--- src/rtl/req_encoder_32x5_seq.sv ---
// Registered 32-to-5 request encoder.
// Request pulses are collected into a pending set. The pending lines are then
// offered one at a time as a binary index over a valid/ready handshake.
module req_encoder_32x5_seq #(
    parameter int unsigned N_REQ        = 32,
    parameter int unsigned IDX_W        = 5,
    parameter bit          LOWEST_FIRST = 1'b1
) (
    input  logic               clk,
    input  logic               rst_n,
    input  logic               enable,
    input  logic [N_REQ-1:0]   req,
    output logic [IDX_W-1:0]   idx,
    output logic               valid,
    input  logic               ready,
    output logic [IDX_W:0]     pend_cnt,
    output logic               dup,
    input  logic               clr_dup
);

    typedef enum logic [0:0] {
        S_IDLE  = 1'b0,
        S_OFFER = 1'b1
    } state_t;

    state_t             r_state;
    logic [N_REQ-1:0]   r_pending;
    logic [IDX_W-1:0]   r_idx;
    logic               r_valid;
    logic [IDX_W:0]     r_pend_cnt;
    logic               r_dup;

    logic               w_hs;
    logic [N_REQ-1:0]   w_idx_oh;
    logic [N_REQ-1:0]   w_clr_mask;
    logic [N_REQ-1:0]   w_set_mask;
    logic [N_REQ-1:0]   w_pend_next;
    logic [N_REQ-1:0]   w_rem;
    logic               w_dup_hit;
    logic [IDX_W:0]     w_cnt_next;

    // Index of the lowest (or highest) set bit; later matches overwrite
    // earlier ones, so the scan order decides which end wins.
    function automatic logic [IDX_W-1:0] pri(input logic [N_REQ-1:0] x);
        logic [IDX_W-1:0] p;
        logic [IDX_W-1:0] k;
        p = '0;
        for (int unsigned i = 0; i < N_REQ; i++) begin
            if (LOWEST_FIRST) begin
                k = IDX_W'(N_REQ - 1 - i);
            end else begin
                k = IDX_W'(i);
            end
            if (x[k]) begin
                p = k;
            end
        end
        return p;
    endfunction

    assign w_hs        = r_valid & ready;
    assign w_idx_oh    = N_REQ'(1) << r_idx;
    assign w_clr_mask  = w_hs ? w_idx_oh : '0;
    assign w_set_mask  = enable ? req : '0;
    // Set wins over clear: a line re-requested on its own handshake stays pending.
    assign w_pend_next = (r_pending & ~w_clr_mask) | w_set_mask;
    // Candidates for the next back-to-back offer exclude this edge's captures.
    assign w_rem       = r_pending & ~w_idx_oh;
    assign w_dup_hit   = |(w_set_mask & r_pending & ~w_clr_mask);

    // Population count of the next pending set, registered as pend_cnt.
    always_comb begin
        w_cnt_next = '0;
        for (int unsigned i = 0; i < N_REQ; i++) begin
            w_cnt_next = w_cnt_next + (IDX_W+1)'(w_pend_next[i]);
        end
    end

    // Pending set, sticky dup flag and the offer FSM with registered outputs.
    always_ff @(posedge clk) begin
        if (!rst_n) begin
            r_state    <= S_IDLE;
            r_pending  <= '0;
            r_idx      <= '0;
            r_valid    <= 1'b0;
            r_pend_cnt <= '0;
            r_dup      <= 1'b0;
        end else begin
            r_pending  <= w_pend_next;
            r_pend_cnt <= w_cnt_next;

            if (w_dup_hit) begin
                r_dup <= 1'b1;
            end else if (clr_dup) begin
                r_dup <= 1'b0;
            end

            case (r_state)
                S_IDLE: begin
                    if (r_pending != '0) begin
                        r_idx   <= pri(r_pending);
                        r_valid <= 1'b1;
                        r_state <= S_OFFER;
                    end
                end
                S_OFFER: begin
                    if (ready) begin
                        if (w_rem != '0) begin
                            r_idx <= pri(w_rem);
                        end else begin
                            r_valid <= 1'b0;
                            r_state <= S_IDLE;
                        end
                    end
                end
                default: begin
                    r_valid <= 1'b0;
                    r_state <= S_IDLE;
                end
            endcase
        end
    end

    assign idx      = r_idx;
    assign valid    = r_valid;
    assign pend_cnt = r_pend_cnt;
    assign dup      = r_dup;

endmodule
--- config.mk ---
export PLATFORM = sky130hd
export DESIGN_NAME = req_encoder_32x5_seq
export DESIGN_NICKNAME = d
export VERILOG_FILES = /design/src/rtl/req_encoder_32x5_seq.sv
export SDC_FILE = /design/constraint.sdc
export NUM_CORES = 1
export LEC_CHECK = 0
export BUFFER_PORTS_ARGS = -buffer_cell sky130_fd_sc_hd__buf_2
export CAP_MARGIN = 20
export CORE_MARGIN = 5
export CORE_UTILIZATION = 55
export CTS_BUF_LIST = sky130_fd_sc_hd__clkbuf_8
export CTS_CLUSTER_DIAMETER = 60
export DETAILED_ROUTE_END_ITERATION = 16
export PLACE_DENSITY = 0.76
export SYNTH_ARGS = -nofsm -noshare
export SYNTH_HDL_FRONTEND = slang
export SYNTH_SLANG_ARGS = --single-unit
--- constraint.sdc ---
create_clock -name clk -period 15.9 [get_ports clk]
set_input_delay 1.59 -clock clk [delete_from_list [all_inputs] [get_ports clk]]
set_output_delay 1.59 -clock clk [all_outputs]
set_load 0.05 [all_outputs]
==> run metrics <==
status finished clean; synthesized area per cell ~8.1 um^2; fin area 4380 um^2; CTS tree done; layout cells sized above 1 around 13%; Post-CTS Setup Inserts 0; TritonRoute pass-1 iters 7; # DRC 0; clk_lat worst skew around 0.31 ns; clock tree sinks 46; synth warn 0; first-pass GRT wire length roughly 21000 um; Nets between 500 and 600; startpoint types register; Initial Util 55.97%; skew final between 0.009 and 0.01 ns; H-tree depth 2; CTS Hold Bufs 0; Hold Fails Final Rpt 0; DIE AREA approximately 9000 um^2; Core ar. just over 7000 um^2; Slew HR around 28%; port bufs between 40 and 50; WL/cell between 20 and 25 um; synthesized area around 4000 um^2; Layout Utilization 60.72%; Tcrit/Tclk final about two fifths; hold depth 2; Setup TNS Final 0 ns; total CTS buffers 5; pin count of the biggest net entering global routing 39; Synth async-reset ratio 0%; Max Freq approximately 150 MHz; initial drt markers between 600 and 700; Root Driver clkbuf_8; Slew @ Worst Pin ~1.1 ns; post-synthesis sequential area ratio between 20% and 30%; Leakage approximately 1.8 nW; P&R area growth vs syn 8.491%; Critical Path Fanout Max 19; gr ovfl total 0; placed inst area approximately 4300 um^2; Die W about 96 um; Rows 31; FF+latch count, synth 46; DP Wirelength 10430 um; diodes inserted 0; final antenna-violating net count 0; unrepaired setup endpoints after global routing no; # resized after CTS 0; synthesized net count between 500 and 600; CP Class reg2reg; Post-Route WL 13710 um; Critical Path RT 16.06 ns; Vias/cell 6.863; Longest Clk Path Bufs 2; Worst Hold Class reg2reg; CP arrival around 6.8 ns; r2r worst-path depth 19; routability congestion estimate about 1; Post-Syn Instances around 500; post-synthesis cell type count 68; fill count ~650; initial antenna violation count 0; CP Capture Type register; Tmin final roughly 6.6 ns; Cell Pwr Density 192.3 nW/um^2; vias in the first global route between 3000 and 4000; Post-synth top flop dfxtp_1; max-cap violations 0; Boundary Pins 50; CTS clk-pin slew, worst paths approximately 0.10 ns; Post-synth EDFFs 0; # setup viols final 0; Overall Global Routing Usage between 30% and 40%; Max IR drop VDD ~0.00036 V; Max Slew Vio Count 0; Die Ht approximately 96 um; via count 4324
[cells by family after synthesis]
kind of cell	count (synthesis)	share of synthesized area (%)
AND/OR/NAND/NOR	175	23.18
buffers and inverters	62	6.724
multiplexers	5	1.302
adder cells (fa/ha/maj)	31	14.07
XOR/XNOR	2	0.4339
AO/OA/AOI/OAI	180	31.48
flip-flops	46	22.81
[flip-flops by register name (all words and copies together), names as in the netlist]
| signal | flops |
|---|---|
| r_state | 1 |
| valid | 1 |
| r_pending | 32 |
| pend_cnt | 6 |
| idx | 5 |
| dup | 1 |
[worst max-delay path: stages, from the launching register on]
cell	delay [ns]
dfxtp_1	0.76
nand2_1	0.57
o21ai_0	0.64
nand3_1	0.24
fa_1	0.53
fa_1	0.55
inv_1	0.05
fa_1	0.48
fa_1	0.51
fa_1	0.50
inv_1	0.05
fa_1	0.49
ha_1	0.17
inv_1	0.06
fa_1	0.45
inv_1	0.07
a21o_1	0.10
a21oi_1	0.07
xor2_1	0.13
nor2_1	0.05
[path summary, 6_finish.rpt]
| check | from | to | slack (ns) |
|---|---|---|---|
| max | idx[0]$_SDFFE_PN0P_ | pend_cnt[4]$_SDFF_PN0_ | 9.26 |
| min | dup$_SDFFE_PN0P_ | dup$_SDFFE_PN0P_ | 0.50 |
| max reg2reg | idx[0]$_SDFFE_PN0P_ | pend_cnt[4]$_SDFF_PN0_ | 9.26 |
| min reg2reg | dup$_SDFFE_PN0P_ | dup$_SDFFE_PN0P_ | 0.50 |
[layer usage]
layer	global-route usage [%]	routed length, um
met5	0	0
met4	11.97	521
met3	5.367	1593
met2	46.55	6070
met1	43.36	5521
[cell usage in the layout (no fill, tap or decap), types with 3 or more instances in the layout]
cell type | Yosys | layout
a211oi_1 | 5 | 5
mux2i_1 | 3 | 3
nor2b_1 | 6 | 6
nand3_1 | 7 | 7
a21o_1 | 3 | 3
inv_1 | 34 | 35
o21a_1 | 23 | 23
nor3b_1 | 4 | 4
clkbuf_8 | 0 | 5
o21ai_0 | 32 | 32
dfxtp_1 | 46 | 46
nor4_1 | 10 | 10
nor4b_1 | 3 | 3
a221oi_1 | 3 | 3
o2111ai_1 | 4 | 4
nand2_1 | 43 | 43
fa_1 | 24 | 24
o21bai_1 | 3 | 3
nor2_1 | 41 | 41
o211ai_1 | 8 | 8
nand2b_1 | 4 | 4
ha_1 | 7 | 7
a221o_1 | 10 | 10
nand4_1 | 6 | 6
o31ai_1 | 8 | 8
nand3b_1 | 5 | 5
a31oi_1 | 8 | 8
o311ai_0 | 17 | 17
buf_2 | 1 | 49
a21oi_1 | 34 | 34
and2_1 | 11 | 11
nor3_1 | 13 | 13
[final cells by class]
type                            instances  area (um^2)  share of cell area [%]
Clock buffer                            5        68.82                   1.571
Inverter                               34        127.6                   2.913
Timing Repair Buffer                   50        252.7                   5.770
Sequential cell                        46        920.9                   21.02
Multi-Input combinational cell        393         2845                   64.95
Clock inverter                          3        41.29                  0.9426
Tap cell                               99        123.9                   2.828
[metrics by stage]
step	hold slack, ns	power, mW	cells	setup WS, ns
floorplan	0.5203	0.6046	501	9.063
global placement	0.4709	0.7402	622	9.148
detailed placement	0.4799	0.7503	622	9.078
CTS	0.5027	0.8471	630	9.341
global route	0.5398	0.9438	630	8.858
finish	0.5048	0.8424	630	9.263
[report_power, final]
part	switching, mW	internal, mW	total (mW)
sequential	0.0230	0.135	0.158
clock	0.0451	0.0464	0.0915
combinational	0.336	0.256	0.593
total	0.405	0.438	0.842
[cells in the mapped netlist, types with 7 or more instances]
library cell	instances	share of area (%)
a21oi_1	34	4.2
a221o_1	10	2.5
a31oi_1	8	1.2
and2_1	11	1.7
clkbuf_1	20	1.9
dfxtp_1	46	23
fa_1	24	12
ha_1	7	2.2
inv_1	34	3.2
nand2_1	43	4.0
nand3_1	7	0.87
nor2_1	41	3.8
nor3_1	13	1.6
nor4_1	10	1.5
o211ai_1	8	1.5
o21a_1	23	4.3
o21ai_0	32	4.0
o311ai_0	17	3.7
o31ai_1	8	1.5
Power figures use the tool's default switching activity.
